==> config.mk <==
export PLATFORM = sky130hd
export DESIGN_NAME = ps2_key_decoder_flat
export DESIGN_NICKNAME = d
export VERILOG_FILES = /design/src/rtl/ps2_key_decoder_pkg.sv /design/src/rtl/ps2_key_decoder_if.sv /design/src/rtl/ps2_key_decoder_line_filter.sv /design/src/rtl/ps2_key_decoder.sv /design/src/flat_wrapper.sv
export SDC_FILE = /design/constraint.sdc
export NUM_CORES = 1
export LEC_CHECK = 0
export CAP_MARGIN = 15
export CORE_ASPECT_RATIO = 1.25
export CORE_MARGIN = 3
export CORE_UTILIZATION = 45
export DETAILED_ROUTE_END_ITERATION = 7
export SYNTH_ARGS = -nofsm -noshare
export SYNTH_HDL_FRONTEND = slang
export SYNTH_HIERARCHICAL = 1
export SYNTH_SLANG_ARGS = --single-unit
==> constraint.sdc <==
create_clock -name clk_sys -period 2.95 [get_ports clk_sys]
set_clock_uncertainty 0.2 [all_clocks]
set_input_delay 0.4425 -clock clk_sys [delete_from_list [all_inputs] [get_ports clk_sys]]
set_output_delay 0.4425 -clock clk_sys [all_outputs]
set_load 0.02 [all_outputs]
==> src/rtl/ps2_key_decoder_pkg.sv <==
// Shared constants for the PS/2 keyboard receiver: prefix and ignore-list
// scan codes, frame state encoding and ps2_key field positions.
package ps2_pkg;

  localparam logic [7:0] PS2_PFX_EXT = 8'hE0;
  localparam logic [7:0] PS2_PFX_REL = 8'hF0;

  localparam logic [7:0] PS2_BAT_OK  = 8'hAA;
  localparam logic [7:0] PS2_ACK     = 8'hFA;
  localparam logic [7:0] PS2_RESEND  = 8'hFE;
  localparam logic [7:0] PS2_ERR0    = 8'h00;
  localparam logic [7:0] PS2_ERR1    = 8'hFF;

  typedef enum logic [1:0] {
    IDLE   = 2'd0,
    DATA   = 2'd1,
    PARITY = 2'd2,
    STOP   = 2'd3
  } ps2_state_e;

  localparam int KEY_CODE_MSB    = 7;
  localparam int KEY_EXT_BIT     = 8;
  localparam int KEY_PRESSED_BIT = 9;
  localparam int KEY_TOGGLE_BIT  = 10;

  // Keyboard housekeeping replies that are dropped unless a prefix is pending
  function automatic logic ps2_is_ignored(input logic [7:0] b);
    return (b == PS2_BAT_OK) || (b == PS2_ACK) || (b == PS2_RESEND) ||
           (b == PS2_ERR0)   || (b == PS2_ERR1);
  endfunction

endpackage

==> src/rtl/ps2_key_decoder_if.sv <==
// Bundle of PS/2 pin inputs and decoded key/status outputs.
interface ps2_key_decoder_if;

  logic        ps2_clk_in;
  logic        ps2_data_in;
  logic [10:0] ps2_key;
  logic        frame_err;
  logic        busy;

  modport master (
    output ps2_clk_in,
    output ps2_data_in,
    input  ps2_key,
    input  frame_err,
    input  busy
  );

  modport slave (
    input  ps2_clk_in,
    input  ps2_data_in,
    output ps2_key,
    output frame_err,
    output busy
  );

endinterface

==> src/rtl/ps2_key_decoder_line_filter.sv <==
// Synchronises the raw PS/2 lines, debounces the clock line and produces a
// one-cycle strobe on each filtered falling edge.
module ps2_line_filter #(
  parameter int FILTER_CYCLES = 8
) (
  input  logic i_clk_sys,
  input  logic i_reset_n,
  input  logic i_ps2_clk,
  input  logic i_ps2_data,
  output logic o_filt_clk,
  output logic o_fall,
  output logic o_data_s
);

  localparam int CW = $clog2(FILTER_CYCLES + 1);

  logic [1:0]    r_clk_sync;
  logic [1:0]    r_data_sync;
  logic [CW-1:0] r_cnt;
  logic          r_filt_clk;
  logic          r_fall;

  always_ff @(posedge i_clk_sys or negedge i_reset_n) begin
    if (!i_reset_n) begin
      r_clk_sync  <= '0;
      r_data_sync <= '0;
    end else begin
      r_clk_sync  <= {r_clk_sync[0], i_ps2_clk};
      r_data_sync <= {r_data_sync[0], i_ps2_data};
    end
  end

  // A new level must persist for FILTER_CYCLES samples; any agreeing sample restarts the count
  always_ff @(posedge i_clk_sys or negedge i_reset_n) begin
    if (!i_reset_n) begin
      r_cnt      <= '0;
      r_filt_clk <= 1'b0;
      r_fall     <= 1'b0;
    end else begin
      r_fall <= 1'b0;
      if (r_clk_sync[1] == r_filt_clk) begin
        r_cnt <= '0;
      end else if (r_cnt == CW'(FILTER_CYCLES - 1)) begin
        r_cnt      <= '0;
        r_filt_clk <= r_clk_sync[1];
        r_fall     <= ~r_clk_sync[1];
      end else begin
        r_cnt <= r_cnt + CW'(1);
      end
    end
  end

  assign o_filt_clk = r_filt_clk;
  assign o_fall     = r_fall;
  assign o_data_s   = r_data_sync[1];

endmodule

==> src/rtl/ps2_key_decoder.sv <==
// PS/2 keyboard receiver: frames bits into bytes, handles E0/F0 prefixes and
// emits the 11-bit ps2_key event word with a per-event toggle bit.
module ps2_key_decoder
  import ps2_pkg::*;
#(
  parameter int FILTER_CYCLES  = 8,
  parameter int TIMEOUT_CYCLES = 48000
) (
  input logic              clk_sys,
  input logic              reset_n,
  ps2_key_decoder_if.slave bus
);

  localparam logic [1:0] S_IDLE   = IDLE;
  localparam logic [1:0] S_DATA   = DATA;
  localparam logic [1:0] S_PARITY = PARITY;
  localparam logic [1:0] S_STOP   = STOP;
  localparam int         TW       = $clog2(TIMEOUT_CYCLES);

  logic          w_filt_clk;
  logic          w_fall_raw;
  logic          w_fall;
  logic          w_data_s;
  logic          w_timeout;
  logic          w_stop_fall;
  logic          w_frame_ok;
  logic [1:0]    w_state_nxt;

  logic [1:0]    r_state;
  logic [2:0]    r_bit_idx;
  logic [7:0]    r_shreg;
  logic          r_parity;
  logic [TW-1:0] r_tmo_cnt;
  logic          r_ext;
  logic          r_rel;
  logic [10:0]   r_key;
  logic          r_frame_err;
  logic          r_busy;

  ps2_line_filter #(
    .FILTER_CYCLES (FILTER_CYCLES)
  ) u_line_filter (
    .i_clk_sys  (clk_sys),
    .i_reset_n  (reset_n),
    .i_ps2_clk  (bus.ps2_clk_in),
    .i_ps2_data (bus.ps2_data_in),
    .o_filt_clk (w_filt_clk),
    .o_fall     (w_fall_raw),
    .o_data_s   (w_data_s)
  );

  assign w_fall      = w_fall_raw & ~w_filt_clk;
  assign w_timeout   = (r_state != S_IDLE) && !w_fall &&
                       (r_tmo_cnt == TW'(TIMEOUT_CYCLES - 1));
  assign w_stop_fall = w_fall && (r_state == S_STOP);
  assign w_frame_ok  = w_data_s && (^{r_shreg, r_parity});

  always_comb begin
    w_state_nxt = r_state;
    if (w_timeout) begin
      w_state_nxt = S_IDLE;
    end else if (w_fall) begin
      case (r_state)
        S_IDLE:   w_state_nxt = w_data_s ? S_IDLE : S_DATA;
        S_DATA:   w_state_nxt = (r_bit_idx == 3'd7) ? S_PARITY : S_DATA;
        S_PARITY: w_state_nxt = S_STOP;
        S_STOP:   w_state_nxt = S_IDLE;
        default:  w_state_nxt = S_IDLE;
      endcase
    end
  end

  always_ff @(posedge clk_sys or negedge reset_n) begin
    if (!reset_n) begin
      r_state   <= S_IDLE;
      r_busy    <= 1'b0;
      r_bit_idx <= '0;
      r_shreg   <= '0;
      r_parity  <= 1'b0;
      r_tmo_cnt <= '0;
    end else begin
      r_state <= w_state_nxt;
      r_busy  <= (w_state_nxt != S_IDLE);
      if ((r_state == S_IDLE) || w_fall) begin
        r_tmo_cnt <= '0;
      end else begin
        r_tmo_cnt <= r_tmo_cnt + TW'(1);
      end
      if (w_fall) begin
        case (r_state)
          S_IDLE:   r_bit_idx <= '0;
          S_DATA: begin
            r_shreg   <= {w_data_s, r_shreg[7:1]};
            r_bit_idx <= r_bit_idx + 3'd1;
          end
          S_PARITY: r_parity <= w_data_s;
          default:  ;
        endcase
      end
    end
  end

  // Bad frames and timeouts also drop any half-received prefix sequence
  always_ff @(posedge clk_sys or negedge reset_n) begin
    if (!reset_n) begin
      r_key       <= '0;
      r_ext       <= 1'b0;
      r_rel       <= 1'b0;
      r_frame_err <= 1'b0;
    end else begin
      r_frame_err <= w_timeout || (w_stop_fall && !w_frame_ok);
      if (w_timeout || (w_stop_fall && !w_frame_ok)) begin
        r_ext <= 1'b0;
        r_rel <= 1'b0;
      end else if (w_stop_fall) begin
        if (r_shreg == PS2_PFX_EXT) begin
          r_ext <= 1'b1;
        end else if (r_shreg == PS2_PFX_REL) begin
          r_rel <= 1'b1;
        end else if (!(ps2_is_ignored(r_shreg) && !r_ext && !r_rel)) begin
          r_key[KEY_TOGGLE_BIT]   <= ~r_key[KEY_TOGGLE_BIT];
          r_key[KEY_PRESSED_BIT]  <= ~r_rel;
          r_key[KEY_EXT_BIT]      <= r_ext;
          r_key[KEY_CODE_MSB:0]   <= r_shreg;
          r_ext <= 1'b0;
          r_rel <= 1'b0;
        end
      end
    end
  end

  assign bus.ps2_key   = r_key;
  assign bus.frame_err = r_frame_err;
  assign bus.busy      = r_busy;

endmodule
==> src/flat_wrapper.sv <==
// flat-port wrapper written by rule: the top's interface ports become plain ports
module ps2_key_decoder_flat import ps2_pkg::*;
#(
  parameter int FILTER_CYCLES  = 8,
  parameter int TIMEOUT_CYCLES = 48000
)
  (clk_sys, reset_n, bus_ps2_clk_in, bus_ps2_data_in, bus_ps2_key, bus_frame_err, bus_busy);
  ps2_key_decoder_if bus_i ();
  input logic clk_sys;
  input logic reset_n;
  input wire logic [$bits(bus_i.ps2_clk_in)-1:0] bus_ps2_clk_in;
  input wire logic [$bits(bus_i.ps2_data_in)-1:0] bus_ps2_data_in;
  output wire logic [$bits(bus_i.ps2_key)-1:0] bus_ps2_key;
  output wire logic [$bits(bus_i.frame_err)-1:0] bus_frame_err;
  output wire logic [$bits(bus_i.busy)-1:0] bus_busy;
  assign bus_i.ps2_clk_in = bus_ps2_clk_in;
  assign bus_i.ps2_data_in = bus_ps2_data_in;
  assign bus_ps2_key = bus_i.ps2_key;
  assign bus_frame_err = bus_i.frame_err;
  assign bus_busy = bus_i.busy;
  ps2_key_decoder #(.FILTER_CYCLES(FILTER_CYCLES), .TIMEOUT_CYCLES(TIMEOUT_CYCLES)) u_core (.clk_sys(clk_sys), .reset_n(reset_n), .bus(bus_i));
endmodule
**Yosys cells after proc, flatten, opt, wreduce, memory -nomap -nowiden**

Index checks and enable logic that the tools add are counted.
Widths: inputs -> output; s select.

- Register bits: 55
- Latch bits: 0
- RAM bits: 0
- Bits in read-only memories: 0
- Logic and storage cells: 96
- Memories kept: 0

- $add $sub $neg: 3
- Multipliers: 0
- Div/mod/pow operators: 0
- $lt $le $gt $ge: 0
- Eq/ne operators: 17
- Shift operators: 0
- Mux-type cells: 20
- Bitwise operators: 10
- Reductions and logical operators: 31

Operators with widths:

| operator | count |
|---|---|
| $eq 8x8->1 const B | 6 |
| $add 16x1->16 const B | 1 |
| $eq 16x16->1 const B | 1 |
| $mux 16 | 1 |
| $mux 1 | 12 |
| $ne 3x1->1 const B | 3 |
| $not 1->1 | 9 |
| $reduce_xor 9->1 | 1 |
| $logic_not 8->1 | 1 |
| $mux 4 | 2 |
| $pmux 2 s4 | 1 |
| $reduce_and 2->1 | 4 |
| $reduce_bool 2->1 | 4 |
| $logic_and 1x1->1 | 7 |
| $logic_or 1x1->1 | 6 |
| $mux 2 | 3 |
| $pmux 3 s2 | 1 |
| $reduce_and 3->1 | 2 |
| $reduce_and 5->1 | 1 |
| $add 4x1->4 const B | 1 |
| $eq 2x2->1 const B | 2 |
| $eq 4x3->1 const B | 1 |
| $logic_not 1->1 | 4 |
| $add 3x1->3 const B | 1 |
| 6 further kinds | 6 |

**Depth between registers and ports, before layout**

- Depth after elaboration: 12
- Depth in mapped cells: 7

**Modules after synthesis**

Netlist, hierarchy kept.

Modules (own cells, without submodules):

| module | times used | cells an instance | area an instance (sq um) | sequential area each (sq um) |
|---|---|---|---|---|
| ps2_key_decoder | 1 | 192 | 2185.8 | 1126.1 |
| ps2_line_filter | 1 | 23 | 367.9 | 250.2 |

**Worst setup path before layout**

No wires, ideal clock.

- Kind: flip-flop to flip-flop
- Start: register u_core.r_shreg[6]
- End: register u_core.r_key[1] (netlist: u_core/bus.ps2_key[1])
- Data arrival time: 2.027 ns
- Setup slack: 0.598 ns
- Cell stages (with the launch flop): 8
- Buffers on the path: 2
- Clock period less this slack: 2.352 ns
- Cells stage by stage: dfrtp_1 -> buf_2 -> xnor2_1 -> xnor3_2 -> xnor2_2 -> nor4b_4 -> buf_6 -> mux2_4

- Cells in the longest elaborated chain, start to end: 9
- Elaborated cells between the ends (all ways): 23
- Classes of those cells: 6 x eq/ne; 4 x bitwise; 13 x reduce/logical

RTL lines:

| what | RTL line | text |
|---|---|---|
| start, declared | ps2_key_decoder.sv:31 | `logic [7:0] r_shreg;` |
| start signal, assigned | ps2_key_decoder.sv:93 | `r_shreg <= {w_data_s, r_shreg[7:1]};` |
| $eq 8x8->1 | ps2_key_decoder_pkg.sv:28 | `return (b == PS2_BAT_OK) \|\| (b == PS2_ACK) \|\| (b == PS2_RESEND) \|\|` |
| $logic_or 1x1->1 (3 in a row) | ps2_key_decoder_pkg.sv:28 |  |
| $logic_or 1x1->1 | ps2_key_decoder_pkg.sv:29 | `(b == PS2_ERR0) \|\| (b == PS2_ERR1);` |
| $logic_and 1x1->1 (2 in a row) | ps2_key_decoder.sv:120 | `end else if (!(ps2_is_ignored(r_shreg) && !r_ext && !r_rel)) begin` |
| $not 1->1 (no line) | n/a |  |
| $reduce_and 5->1 (no line) (*) | n/a |  |
| end signal, assigned by index | ps2_key_decoder.sv:121 | `r_key[KEY_TOGGLE_BIT] <= ~r_key[KEY_TOGGLE_BIT];` |
| end signal, assigned by index | ps2_key_decoder.sv:122 | `r_key[KEY_PRESSED_BIT] <= ~r_rel;` |
| end signal, assigned by index | ps2_key_decoder.sv:123 | `r_key[KEY_EXT_BIT] <= r_ext;` |
| end, declared | ps2_key_decoder.sv:36 | `logic [10:0] r_key;` |

Mark *: on every way between the ends. The rest lies on a longest branch, timed or not.
A chain may end at the register's enable or synchronous reset.

**Final worst setup path**

- Start: register u_core.r_shreg[6]
- End: register u_core.r_key[0] (netlist: u_core/bus.ps2_key[0])

Same word-level chain as after synthesis.

==> impl_metrics.csv <==
group,metric,value,unit
sta,slew_violations,0,
synthesis,synth-xor-area-share,8.43,%
floorplanning,dieWidth,73.4,um
place,post-place-ws,114,ps
setup_path,cpLargestDelayFamily,"XOR/XNOR gates",
synthesis,synth_top_family_by_area,"simple AND/OR/NAND/NOR gates",
floorplanning,rows,30,
clocking,cts_tree,"done",
place,placed_area,2800,um^2
place,port-buffer-count,16,
grt,use_met1,17.5,%
grt,first_global_vias,1627,
cells_and_area,syn2layout_area_growth,13.9,%
clocking,numCtsBuffers,5,
sta,fmax,422,MHz
cells_and_area,nets,248,
route,wl_per_cell,13.8,um
clocking,cts_buffer_depth,2,
sta,final-setup-viol-count,0,
synthesis,yosysWarningCount,6,
cells_and_area,fin_area,2910,um^2
floorplanning,io_pins,17,
power_and_ir_drop,p_leak,0.00134,uW
run_status,status,"completed",
cells_and_area,final_core_util,53.1,%
grt,grt.busiest_layer,"met2",
synthesis,synth_mux_area_share,10.5,%
synthesis,synth_top_cell_area_share,53.9,%
grt,grtUsageTotal,13.8,%
cells_and_area,multiInputGateArea,1110,um^2
sta,worstMarginPinSlew,680,ps
floorplanning,fp.dieH,90.2,um
cells_and_area,final_cell_mix,"55 x dfrtp_1, 28 x nor2_1, 15 x clkdlybuf4s50_1",
synthesis,syn_nets,223,
synthesis,synthDistinctLibCells,42,
setup_path,critPathBufInv,1,
setup_path,startpoint_type,"register",
floorplanning,initial_utilization,46.6,%
grt,use_met2,22.3,%
clocking,clk_pin_slew,90,ps
sta,setup_ws,582,ps
floorplanning,core,5480,um^2
power_and_ir_drop,powerDensity,441,nW/um^2
synthesis,ys_ff_latch,55,
grt,grt_max_degree,56,
clocking,root_buffer,"clkbuf_8",
synthesis,async_flop_share,100,%
synthesis,synth_simple_gate_area_share,16.6,%
place,hpwlAfterDp,2850,um
synthesis,syn_avg_cell_area,11.9,um^2
sta,period_minus_slack,2370,ps
synthesis,synth-edff-count,0,
sta,rsz0062_at_grt,"false",
route,drtAntennaViolNets,0,
setup_path,cp.required,2940,ps
clocking,clock-sinks,55,
cells_and_area,regArea,1380,um^2
synthesis,synthTopCellsByArea,"dfrtp_1 54%, mux2_4 5.3%, nor2_1 4.1%",
clocking,insertion_delay,300,ps
setup_path,cpPeakStageDelay,470,ps
cells_and_area,drive_gt1_share,17.0,%
clocking,ctsHtreeMaxLevel,2,
cells_and_area,antenna_cells,0,
synthesis,yosys.area.top_type,"dfrtp_1",
synthesis,synth_flop_cell,"dfrtp_1",
synthesis,ys_seq_area_share,53.9,%
sta,finalCritPeriodShare,80.3,%
setup_path,critPathSlowestCell,"dfrtp_1",
synthesis,synthAdderAreaFrac,1.96,%
sta,final_hold_viol_count,0,
worst_hold_path,min_path_type,"input port to async pin",
route,vias,1604,
setup_path,crit_chain,"xnor2_1 -> xnor3_2 -> xnor2_2 -> nor4b_4 -> buf_12 -> mux2_1",
setup_path,worstSetupPathType,"register to register",
route,wl,4210,um
grt,antenna_found_initial,0,
cells_and_area,num-fill-cells,496,
route,drc_errors,0,
synthesis,syn_inst,215,
place,gp_congestion,0.727,
floorplanning,die_area,6620,um^2
route,drt_iter0_drc,86,
grt,use_met3,3.80,%
grt,grt_first_pass_wirelength,7290,um
sta,slew_headroom,54.7,%
power_and_ir_drop,ir_drop,0.241,mV
setup_path,worstPathArrival,2360,ps
grt,overflow,0,
route,vias_per_cell,5.26,
cells_and_area,final_common_cell,"dfrtp_1",
setup_path,rrSetupSlack,580,ps
run,maxCapViolCount,0,
setup_path,crit_path_end_kind,"register",
sta,tns,0,ps
synthesis,synth_compound_area_share,6.12,%
route,drtPass1Iterations,4,
synthesis,syn_area,2550,um^2
setup_path,worstPathMaxFanout,11,
==> power by group <==
group	internal, uW	switching, uW	leakage, uW
combinational	41.3	40.6	0.000545
clock	167	228	0.0000422
sequential	778	27.0	0.000757
==> synth_stat cells, types with 3 or more instances <==
cell type  instances
nand3_1            9
inv_1              6
nand2_1           11
nor2_1            28
nand4_1            3
clkbuf_1           4
o21ai_0            8
ha_1               4
mux2_2             9
xor2_1            10
nor3b_1            3
dfrtp_1           55
nor2b_1            3
a21oi_1            4
xnor2_1           10
or3_1              4
nor3_1             3
mux2_4             9
or4_1              3
==> layout make-up <==
cell class,instances,area share (%)
multi-input cells,147,38.3
flip-flops and latches,55,47.3
inverters,6,0.775
repair buffers,25,8.09
clock buffers,7,2.62
clock inverters,1,0.172
well taps,64,2.75
==> routing by layer <==
metal	share of wire (%)	vias to the layer above	routed length, um
met5	0	-	0
met2	51	18	2130
met3	2.9	4	120
met1	45	791	1900
li1	-	791	-
met4	1.2	0	50
==> what timing repair did <==
item / 4_1_cts / 5_1_grt
setup endpoints to repair: 0 / 9
hold buffers: 0 / 0
gates resized for setup: 0 / 0
buffers inserted: 0 / 2
==> through the flow <==
stage               total power (uW)  std cells  hold WS (ps)
global placement                 903        295           135
floorplan                        870        215         -53.1
detailed placement               905        295           136
finish                          1280        305          58.1
CTS                             1310        303          79.7
global route                    1350        305           117
==> path summary, 6_finish.rpt <==
| kind | from | endpoint | cells past startpoint |
|---|---|---|---|
| max | u_core/r_shreg[6] | u_core/bus.ps2_key[0] | 6 |
| min | reset_n | u_core/bus.ps2_key[10] | 2 |
| max reg2reg | u_core/r_shreg[6] | u_core/bus.ps2_key[0] | 6 |
| min reg2reg | u_core/u_line_filter/r_clk_sync[0] | u_core/u_line_filter/r_clk_sync[1] | 0 |
| max in group asynchronous | reset_n | u_core/r_tmo_cnt[0] | 2 |
| min in group clk_sys | u_core/u_line_filter/r_clk_sync[0] | u_core/u_line_filter/r_clk_sync[1] | 0 |
==> worst register-to-register path, stage by stage, from the launching register on <==
cell and delay (ps):
dfrtp_1 470, xnor2_1 240, xnor3_2 390, xnor2_2 180, nor4b_4 270, buf_12 180, mux2_1 320
==> registers in the layout, summed over array words and instances (netlist names) <==
register / flops
u_core/u_line_filter/o_filt_clk: 1
u_core/bus.frame_err: 1
u_core/u_line_filter/o_fall: 1
u_core/r_parity: 1
u_core/u_line_filter/r_clk_sync: 2
u_core/bus.ps2_key: 11
u_core/u_line_filter/r_cnt: 4
u_core/r_bit_idx: 3
u_core/r_rel: 1
u_core/r_state: 2
u_core/bus.busy: 1
u_core/r_ext: 1
u_core/r_tmo_cnt: 16
u_core/u_line_filter/r_data_sync: 2
u_core/r_shreg: 8
==> kinds of logic (layout without fill, tap and decap cells) <==
kind of cell / count (synthesis) / after routing
simple gates: 77 / 77
flops: 55 / 55
fa+ha+maj: 4 / 4
compound gates: 23 / 23
xor+xnor: 22 / 22
mux: 21 / 21
buf+inv: 13 / 39
(Power assumes the default switching activity.)
